### src/rtl/mod_reg16_16to1.sv
`default_nettype none
// ============================================================================
// Module   : mod_reg16_16to1
// Purpose  : Serializes one N-byte block into a valid/ready byte stream,
//            byte 0 first, with zero-bubble back-to-back block acceptance.
// Revision : 1.0 - initial release
// ============================================================================
module mod_reg16_16to1 #(
  parameter int N = 16,
  parameter int W = 8
) (
  input  logic                clk,
  input  logic                resetn,
  input  logic [N-1:0][W-1:0] i,
  input  logic                in_valid,
  output logic                in_ready,
  output logic [W-1:0]        o,
  output logic                o_valid,
  input  logic                o_ready,
  output logic                o_last,
  output logic                busy
);

  localparam int CW = $clog2(N);

  localparam logic [0:0]    c_IDLE = 1'b0;
  localparam logic [0:0]    c_SEND = 1'b1;
  localparam logic [CW-1:0] c_LAST = CW'(N - 1);

  logic [0:0]         r_state;
  logic [CW-1:0]      r_cnt;
  logic [N-1:0][W-1:0] r_hold;

  logic w_last;
  logic w_capture;

  assign w_last    = (r_cnt == c_LAST);
  // A new block may land on the same edge the final byte leaves.
  assign in_ready  = (r_state == c_IDLE) || ((r_state == c_SEND) && w_last && o_ready);
  assign w_capture = in_valid && in_ready;

  always_ff @(posedge clk or negedge resetn) begin
    if (!resetn) begin
      r_state <= c_IDLE;
      r_cnt   <= '0;
      r_hold  <= '0;
    end else if (w_capture) begin
      r_hold  <= i;
      r_cnt   <= '0;
      r_state <= c_SEND;
    end else if ((r_state == c_SEND) && o_ready) begin
      if (w_last) begin
        r_cnt   <= '0;
        r_state <= c_IDLE;
      end else begin
        r_cnt   <= r_cnt + 1'b1;
      end
    end
  end

  assign o       = r_hold[r_cnt];
  assign o_valid = (r_state == c_SEND);
  assign o_last  = o_valid && w_last;
  assign busy    = o_valid;

endmodule
`default_nettype wire

### config.mk
export PLATFORM = sky130hd
export DESIGN_NAME = mod_reg16_16to1
export DESIGN_NICKNAME = d
export VERILOG_FILES = /design/src/rtl/mod_reg16_16to1.sv
export SDC_FILE = /design/constraint.sdc
export NUM_CORES = 1
export LEC_CHECK = 0
export BUFFER_PORTS_ARGS = -buffer_cell sky130_fd_sc_hd__buf_2
export CAP_MARGIN = 20
export CORE_MARGIN = 10
export CORE_UTILIZATION = 40
export CTS_BUF_LIST = sky130_fd_sc_hd__clkbuf_4 sky130_fd_sc_hd__clkbuf_8 sky130_fd_sc_hd__clkbuf_16
export DETAILED_ROUTE_END_ITERATION = 7
export GPL_TIMING_DRIVEN = 0
export HOLD_SLACK_MARGIN = 0.08
export PLACE_DENSITY = 0.62
export SETUP_SLACK_MARGIN = 0.1
export SYNTH_ARGS = -nofsm -noshare
export SYNTH_HDL_FRONTEND = slang
export SYNTH_SLANG_ARGS = --single-unit
### constraint.sdc
create_clock -name clk -period 4.29 [get_ports clk]
set_input_delay 0.2145 -clock clk [delete_from_list [all_inputs] [get_ports clk]]
set_output_delay 0.2145 -clock clk [all_outputs]
set_load 0.01 [all_outputs]
==> run_results.csv, run 1 <==
group,metric,value,unit
sta,finalSetupTns,0,ps
cts,cts_buffer_depth,2,
outcome,status,"completed",
synth,yosysUniqueCellTypes,28,
drt,wl,18600,um
cts,numClockSinks,133,
critical_path,cp_common_cell,"buf_2",
finish,final_common_cell,"buf_2",
synth,synth_nets,507,
sta,hold_viol_final,0,
drt,via_per_inst,4.90,
sta,clock.fmax,0.366,GHz
floorplanning,die_height,148,um
cts,clock_latency,420,ps
placed_design,place_hpwl,12400,um
critical_path,r2r_cells,6,
synth,ys_ff_latch,133,
synth,synthArstFlopShare,100,%
critical_path,critPathArrivalTime,2520,ps
finish,nets,800,
drt,drtIter0Drc,167,
placed_design,dpl_cell_area,0.00754,mm2
cts,cts_tree,"built",
global_routing,grt_max_degree,70,
hold_path,hp-class,"primary input to flop",
power_and_ir_drop,vdd_drop_max,0.346,mV
sta,worst_pin_slew,772,ps
synth,synth_area_leaders,"dfrtp_1 (51%), mux2_4 (23%), mux4_2 (11%), buf_12 (3.4%), mux2_2 (3.3%)",
sta,clock_skew,8.07,ps
synth,syn_area_per_cell,17.4,um2
power_and_ir_drop,p_leak,0.00431,uW
drt,wl_per_cell,20.7,um
sta,layout_min_cycle_time,2740,ps
critical_path,crit_path_max_fanout,10,
floorplanning,die_x,148,um
drt,postRouteAntennaNets,0,
finish,syn_to_final_growth,44.3,%
global_routing,grt_antenna_before_repair,2,
floorplanning,io_pins,144,
placed_design,place.gp.congestion,0.776,
drt,first_pass_iters,4,
synth,ys.flop_type,"dfrtp_1",
floorplanning,initial_core_util,40.9,%
hold_path,hold_depth,3,
synth,synthCells,374,
synth,syn_area,0.00652,mm2
sta,rsz0062_at_grt,"false",
critical_path,crit_path_cell_trace,"buf_2, clkbuf_1, mux4_2, a22oi_1, nand2_1, buf_2",
sta,fin_crit_sh,63.8,%
critical_path,crit_slowest_cell,"clkbuf_1",
cts,clkTransAtPathRegs,60,ps
power_and_ir_drop,powerDensity,620,mW/mm2
critical_path,worstSetupStartpointType,"flop",
critical_path,critical_path_required,4080,ps
cts,root_buffer,"clkbuf_16",
critical_path,cpPeakStageDelay,590,ps
synth,synth_edf_count,0,
finish,final_area,0.00941,mm2
global_routing,overflow,0,
floorplanning,dieArea,0.0218,mm2
synth,synth_seq_area_share,51.0,%
placed_design,port-buffer-count,143,
sta,setup_violations,0,
global_routing,grt_pass1_vias,5135,
cts,htreeDepth,4,
drt,vias,4396,
synth,yosysWarningCount,0,
synth,yosys.area.top_type,"dfrtp_1",
finish,drive_above_1_share,51.5,%
floorplanning,core,0.0159,mm2
critical_path,critPathKind,"flop to primary output",
placed_design,placed_cells,734,
floorplanning,num_rows,46,
cts,cts_resized,0,
job,cap_viol_max_count,0,
finish,stdcell_count,898,
finish,mostFrequentLayoutCells,"buf_2 (145), dfrtp_1 (133), dlygate4sd3_1 (130)",
synth,synth_top_area_share,51.0,%
global_routing,grtUsageTotal,17.4,%
sta,finalMaxSlewViolations,0,
cts,numCtsBuffers,17,
drt,drc,0,
global_routing,grt_first_pass_wirelength,29500,um
critical_path,endpoint_kind,"primary output",
sta,slew_headroom,48.6,%
stage by stage:
step	hold slack [ps]	worst slack (ps)	total power, uW	util (%)
6_report	135	1550	5840	59.0
5_1_grt	159	1350	6160	59.0
4_1_cts	118	1470	5890	59.0
3_5_place_dp	257	1930	4380	47.3
3_3_place_gp	432	1170	4310	47.1
2_1_floorplan	-81.1	2550	3710	-
sequential cells by signal, summed over array words and instances (netlist names):
register,count
r_hold,128
busy,1
r_cnt,4
final timing paths:
path / from / end / slack [ps]
max in group asynchronous: resetn / r_hold[19]$_DFFE_PN0N_ / 3150
max: r_cnt[1]$_DFFE_PN0P_ / o[1] / 1550
min: o_ready / r_cnt[2]$_DFFE_PN0P_ / 140
min reg2reg: r_hold[30]$_DFFE_PN0N_ / r_hold[30]$_DFFE_PN0N_ / 480
max reg2reg: r_cnt[0]$_DFFE_PN0P_ / r_hold[29]$_DFFE_PN0N_ / 2370
min in group asynchronous: resetn / r_hold[52]$_DFFE_PN0N_ / 380
Yosys cell counts (all sizes together), types with 2 or more instances:
master    n
a22oi    16
buf      23
o21ai     4
mux4     32
mux2    128
nor2b     2
clkbuf    5
nor2      2
nand3     5
dfrtp   133
nand2    13
a21oi     2
what timing repair did:
action	4_1_cts	5_1_grt
hold buffers	130	0
buffers inserted	0	0
endpoints found under the hold margin	193	0
logic make-up (layout without fill, tap and decap cells):
| kind of cell | count (synthesis) | count (layout) | synth area share, % |
|---|---|---|---|
| AOI/OAI and AO/OA | 25 | 25 | 2.84 |
| adders and majority gates | 1 | 1 | 0.192 |
| buffers and inverters | 29 | 335 | 5.05 |
| DFF | 133 | 133 | 51.0 |
| muxes | 161 | 161 | 39.1 |
| other | 0 | 2 | 0 |
| and+or+nand+nor | 25 | 25 | 1.82 |
area by class of cell:
class | count | area [um2]
sequential | 133 | 3330
tap | 216 | 270
fill | 1222 | 6530
clock buffer | 22 | 482
buffer | 28 | 325
clock inverter | 10 | 80.1
inverter | 1 | 3.75
multi-input combinational | 212 | 2860
timing repair buffer | 274 | 2050
antenna | 2 | 5.00
per-layer routing:
metal  wire length (um)  share of wire (%)  global-route usage (%)
met4                301                1.6                    5.45
met1               8050                 43                    22.1
met5                  0                  0                       0
met3               1130                6.1                    5.65
met2               9110                 49                    27.7
critical path: cells and delay by family (launching register included):
family	cells	cell delay [ps]
mux	1	450
flops	1	340
compound gates	1	230
simple gates	1	90
buf+inv	3	980
where the power goes:
group | switching [uW] | leakage [uW] | internal [uW] | total (uW)
clock | 531 | 0.000282 | 847 | 1380
sequential | 346 | 0.00162 | 1880 | 2230
combinational | 825 | 0.00240 | 1400 | 2230
total | 1700 | 0.00431 | 4130 | 5840
No activity file was read; power rests on OpenSTA's default activity.
==> inputs of run 2 (changes only) <==
- PLACE_DENSITY: 0.62 -> 0.64
- clock period: 4.29 -> 2.5 ns (I/O delays scaled with it)
==> run 2 against run 1 <==
Compared with the run above:
- hold slack improved by 150 ps
- clock power up 91%
- register-to-register slack got worse by 1800 ps
- die area stayed put
- sequential power rose by 72%
- critical path depth unchanged
- largest power group is now combinational cells
- highest routed layer unchanged
==> run_results.csv, run 2 (synthesis gave the netlist of run 1 again) <==
group,metric,value,unit
cts,numClockSinks,133,
finish,multiInputGateArea,0.00288,mm2
hold_path,hp-class,"primary input to async pin",
global_routing,grtUsageTotal,17.6,%
finish,mostFrequentLayoutCells,"buf_2 (145), dfrtp_1 (133), dlygate4sd3_1 (131)",
drt,wl,18600,um
finish,final_area,0.00954,mm2
global_routing,grt_antenna_before_repair,1,
sta,fin_crit_sh,91.6,%
sta,hold_viol_final,0,
cts,clock_latency,420,ps
cts,postCtsSetupBuffers,0,
critical_path,endpoint_kind,"primary output",
global_routing,grt_first_pass_wirelength,29600,um
finish,largest_register,"r_hold",
sta,clock.fmax,0.437,GHz
placed_design,place_hpwl,12300,um
power_and_ir_drop,vdd_drop_max,0.560,mV
finish,syn_to_final_growth,46.3,%
sta,rsz0062_at_grt,"false",
placed_design,place.gp.congestion,0.783,
drt,via_per_inst,4.89,
outcome,status,"completed",
floorplanning,initial_core_util,40.9,%
floorplanning,die_x,148,um
cts,htreeDepth,4,
drt,postRouteAntennaNets,0,
cts,numCtsBuffers,17,
drt,drc,0,
cts,root_buffer,"clkbuf_16",
critical_path,critPathKind,"flop to primary output",
sta,finalMaxSlewViolations,0,
finish,nets,801,
floorplanning,io_pins,144,
power_and_ir_drop,p_leak,0.00436,uW
drt,wl_per_cell,20.8,um
floorplanning,num_rows,46,
global_routing,grt_max_degree,70,
job,cap_viol_max_count,0,
global_routing,overflow,0,
finish,final_common_cell,"buf_2",
sta,slew_headroom,45.9,%
placed_design,port-buffer-count,143,
drt,first_pass_iters,4,
critical_path,critical_path_required,2380,ps
critical_path,critPathArrivalTime,2160,ps
floorplanning,core,0.0159,mm2
finish,largest_reg_flops,128,
sta,clock_skew,11.8,ps
sta,setup_violations,0,
floorplanning,dieArea,0.0218,mm2
finish,seqCellArea,0.00333,mm2
placed_design,dpl_cell_area,0.00754,mm2
drt,drtIter0Drc,140,
sta,worst_pin_slew,809,ps
finish,n_fill_cell,1208,
cts,cts_buffer_depth,2,
drt,vias,4389,
cts,clkTransAtPathRegs,60,ps
power_and_ir_drop,powerDensity,1090,mW/mm2
global_routing,grt_pass1_vias,5059,
critical_path,worstSetupStartpointType,"flop",
sta,layout_min_cycle_time,2290,ps
floorplanning,die_height,148,um
critical_path,crit_path_max_fanout,10,
finish,drive_above_1_share,52.4,%
cts,cts_tree,"built",
sta,finalSetupTns,0,ps
-- run 2: metal layers --
layer | part of all wire (%) | up-vias | wire (um) | GRT usage [%]
met3 | 5.1 | 20 | 957 | 4.61
met5 | 0 | - | 0 | 0
li1 | - | 2003 | - | -
met1 | 44 | 2239 | 8260 | 22.3
met2 | 49 | 127 | 9130 | 28.5
met4 | 1.5 | 0 | 287 | 5.95
-- run 2: path summary, 6_finish.rpt --
kind	depth (start not counted)	slack, ps	startpoint	to
max	6	210	r_cnt[0]$_DFFE_PN0P_	o[4]
min in group clk	3	460	i[16]	r_hold[16]$_DFFE_PN0N_
min	2	280	resetn	busy$_DFFE_PN0P_
min reg2reg	1	480	r_hold[16]$_DFFE_PN0N_	r_hold[16]$_DFFE_PN0N_
max reg2reg	6	560	r_cnt[0]$_DFFE_PN0P_	r_hold[17]$_DFFE_PN0N_
max in group asynchronous	3	1440	resetn	r_hold[39]$_DFFE_PN0N_
-- run 2: report_power, final --
group	leakage (uW)	total, uW	switching (uW)	internal, uW
Combinational	0.00243	3890	1420	2470
Clock	0.000306	2640	941	1700
Sequential	0.00162	3840	610	3230
Total	0.00436	10400	2980	7400
-- run 2: critical path, stage by stage (launching register included) --
cell	delay [ps]
dfrtp_1	360
buf_6	200
buf_12	180
mux4_2	550
a22oi_2	210
nand2_1	100
buf_2	150
-- run 2: metrics by stage --
stage | total power, uW | utilization [%] | hold slack [ps] | cells | worst slack (ps)
floorplan | 6370 | - | -171 | 374 | 816
global placement | 7370 | 47.1 | 356 | 733 | -457
detailed placement | 7490 | 47.3 | 170 | 734 | 198
CTS | 10400 | 59.7 | 301 | 897 | 105
global route | 10900 | 59.9 | 334 | 898 | 105
finish | 10400 | 59.9 | 282 | 898 | 210
-- run 2: area by class of cell --
class	count	share of cell area, %
sequential	133	34.9
multi-input combinational	212	30.2
timing repair buffer	275	21.6
clock buffer	19	4.68
buffer	28	3.83
tap	216	2.83
clock inverter	13	1.90
inverter	1	0.0393
antenna	1	0.0262
-- run 2: what timing repair did --
action                                  CTS  global route
hold buffers                            131             0
resized for setup                        10             9
hold endpoints to repair                197             0
endpoints found under the setup margin    8             7
gates cloned                              0             0
pin swaps                                 0             0
==> inputs of run 3 (changes only) <==
- BUFFER_PORTS_ARGS: -buffer_cell sky130_fd_sc_hd__buf_2 -> default
- DONT_BUFFER_PORTS: default -> 1
- PLACE_DENSITY: 0.64 -> 0.56
==> run 3 against run 2 <==
Compared with the run above:
- the flow now stops in clock tree synthesis
- synthesized area stayed put
- synthesized cell count stayed put
==> run_results.csv, run 3 <==
group,metric,value,unit
cts,htreeDepth,4,
synth,syn_area,0.00652,mm2
floorplanning,die_x,148,um
synth,yosysMostFrequentCell,"dfrtp_1",
placed_design,place_hpwl,12000,um
synth,synth_nets,507,
placed_design,port-buffer-count,0,
cts,numClockSinks,133,
synth,synth_edf_count,0,
synth,yosysWarningCount,0,
synth,synthCells,374,
outcome,stop_error,"[ERROR RSZ-0060] Max buffer count reached.",
cts,cts_resized,7,
cts,cts_buffer_depth,2,
floorplanning,io_pins,144,
floorplanning,num_rows,46,
synth,synthArstFlopShare,100,%
floorplanning,die_height,148,um
synth,synth_seq_area_share,51.0,%
cts,cts-hold-fix-buffers,125,
synth,yosys.area.top_type,"dfrtp_1",
placed_design,place.gp.congestion,0.780,
synth,ys.flop_type,"dfrtp_1",
outcome,stop_stage,"clock tree synthesis",
synth,synth_commonest_cells,"dfrtp_1 (133), mux2_4 (100), mux4_2 (32), mux2_2 (19), a22oi_1 (16)",
cts,root_buffer,"clkbuf_16",
floorplanning,initial_core_util,40.9,%
cts,numCtsBuffers,17,
synth,synth_top_area_share,51.0,%
outcome,status,"did not finish",
synth,synth_area_leaders,"dfrtp_1 (51%), mux2_4 (23%), mux4_2 (11%), buf_12 (3.4%), mux2_2 (3.3%)",
synth,syn_area_per_cell,17.4,um2
cts,postCtsSetupBuffers,0,
synth,yosysUniqueCellTypes,28,
synth,ys_ff_latch,133,
[run 3: cell counts after synthesis]
No cell type changed its count.
[run 3: logic make-up after synthesis]
logic type	share of synthesized area (%)
simple gates	1.82
mux	39.1
buf+inv	5.05
flops	51.0
compound gates	2.84
fa+ha+maj	0.192
[run 3: stage by stage]
| step | area [um2] | worst slack (ps) | std cells |
|---|---|---|---|
| floorplan | 6520 | 816 | 374 |
| global placement | 6790 | 214 | 590 |
| detailed placement | 6790 | 224 | 590 |
==> inputs of run 4 (changes only) <==
- CORE_UTILIZATION: 40 -> 25
- CTS_BUF_LIST: sky130_fd_sc_hd__clkbuf_4 sky130_fd_sc_hd__clkbuf_8 sky130_fd_sc_hd__clkbuf_16 -> default
- HOLD_SLACK_MARGIN: 0.08 -> default
- PLACE_DENSITY: 0.56 -> default
- PLACE_DENSITY_LB_ADDON: default -> 0.15
- SETUP_SLACK_MARGIN: 0.1 -> default
- clock period: 2.5 -> 3.2 ns (I/O delays scaled with it)
==> run 4 against run 3 <==
Compared with the run above:
- the flow now finishes, with violations (hold timing)
==> run_results.csv, run 4 (synthesis gave the netlist of run 1 again) <==
group,metric,value,unit
cts,cts-hold-fix-buffers,131,
sta,setup_violations,0,
finish,final_common_cell,"dfrtp_1",
global_routing,overflow,0,
cts,numCtsBuffers,17,
drt,wl,19500,um
sta,rsz0062_at_grt,"false",
critical_path,r2r_cells,6,
finish,nets,657,
drt,via_per_inst,4.33,
floorplanning,initial_core_util,25.2,%
floorplanning,io_pins,144,
drt,drtIter0Drc,146,
critical_path,ff2ff_setup_slack,1270,ps
cts,htreeDepth,4,
cts,clkTransAtPathRegs,60,ps
critical_path,endpoint_kind,"primary output",
cts,postCtsSetupBuffers,0,
power_and_ir_drop,total_power,8030,uW
critical_path,reg2reg_from,"r_cnt[0]$_DFFE_PN0P_",
cts,root_buffer,"clkbuf_16",
cts,cts_tree,"built",
global_routing,grtUsageTotal,12.0,%
outcome,status,"finished with violations",
finish,num_antenna_cells,0,
finish,drive_above_1_share,38.4,%
critical_path,crit_path_max_fanout,10,
floorplanning,die_height,182,um
power_and_ir_drop,p_leak,0.00376,uW
sta,finalSetupTns,0,ps
critical_path,critical_path_required,3040,ps
sta,layout_min_cycle_time,2820,ps
floorplanning,die_x,182,um
cts,cts_buffer_depth,2,
power_and_ir_drop,vdd_drop_max,0.363,mV
sta,fin_hold_ws,-567,ps
placed_design,place.gp.congestion,0.774,
sta,worst_pin_slew,908,ps
sta,clock_skew,6.04,ps
placed_design,place_hpwl,13600,um
global_routing,grt_max_degree,134,
sta,hold_viol_final,133,
drt,wl_per_cell,22.4,um
finish,syn_to_final_growth,36.4,%
outcome,violations,"hold timing",
power_and_ir_drop,powerDensity,903,mW/mm2
critical_path,timing.rr.end,"r_hold[29]$_DFFE_PN0N_",
hold_path,hp-class,"primary input to async pin",
drt,drc,0,
sta,clock.fmax,0.355,GHz
critical_path,worstSetupStartpointType,"flop",
finish,largest_reg_flops,128,
job,cap_viol_max_count,0,
floorplanning,dieArea,0.0329,mm2
cts,clock_latency,420,ps
global_routing,grt_pass1_vias,4516,
sta,fin_crit_sh,88.0,%
placed_design,port-buffer-count,0,
finish,mostFrequentLayoutCells,"dfrtp_1 (133), dlygate4sd3_1 (131), mux2_4 (100)",
cts,cts_resized,0,
cts,numClockSinks,133,
floorplanning,num_rows,59,
sta,finalMaxSlewViolations,0,
global_routing,grt_first_pass_wirelength,29800,um
sta,slew_headroom,39.5,%
global_routing,grt_antenna_before_repair,0,
drt,vias,3778,
drt,postRouteAntennaNets,0,
drt,first_pass_iters,4,
critical_path,critPathArrivalTime,2660,ps
floorplanning,core,0.0258,mm2
finish,largest_register,"r_hold",
critical_path,critPathKind,"flop to primary output",
## run 4: report_power, final
group | internal (uW) | switching, uW | leakage [uW]
clock network | 1370 | 793 | 0.000312
logic | 1760 | 1130 | 0.00183
registers | 2520 | 467 | 0.00162
total | 5650 | 2390 | 0.00376
## run 4: worst max-delay path by stage
stage                               from  endpoint  slack [ps]  cells after the start
floorplan           r_cnt[0]$_DFFE_PN0P_      o[6]        1510                      5
global placement    r_cnt[1]$_DFFE_PN0P_      o[6]         720                      5
finish              r_cnt[1]$_DFFE_PN0P_      o[6]         380                      5
global route        r_cnt[1]$_DFFE_PN0P_      o[3]         240                      5
detailed placement  r_cnt[1]$_DFFE_PN0P_      o[6]         700                      5
CTS                 r_cnt[1]$_DFFE_PN0P_      o[6]         240                      5
## run 4: stage by stage
| stage | setup slack (ps) | utilization, % | cell area, um2 | std cells | hold WS (ps) |
|---|---|---|---|---|---|
| 2_1_floorplan | 1510 | - | 6520 | 374 | -136 |
| 3_3_place_gp | 716 | 26.9 | 6940 | 709 | -127 |
| 3_5_place_dp | 701 | 26.9 | 6940 | 709 | -127 |
| 4_1_cts | 237 | 34.4 | 8890 | 872 | -592 |
| 5_1_grt | 237 | 34.4 | 8890 | 872 | -592 |
| 6_report | 384 | 34.4 | 8890 | 872 | -567 |
## run 4: worst max-delay path, stage by stage, from the launching register on
cell and delay, ps:
dfrtp_1 350, buf_2 240, clkbuf_1 710, mux4_2 470
a22oi_1 250, nand2_1 200
## run 4: final cells by class
cell class | instances | area [um2]
well taps | 335 | 419
clock inverters | 12 | 176
plain buffers | 28 | 325
clock buffers | 20 | 467
fillers | 2521 | 16900
inverters | 1 | 3.75
repair buffers | 131 | 1310
multi-input cells | 212 | 2860
flip-flops and latches | 133 | 3330
## run 4: layer usage
layer | wire length (um) | global-route usage [%] | vias to the layer above
li1 | - | - | 1707
met1 | 9170 | 15.6 | 1943
met2 | 9090 | 18.8 | 112
met3 | 1010 | 3.74 | 16
met4 | 235 | 3.61 | 0
met5 | 0 | 0 | -
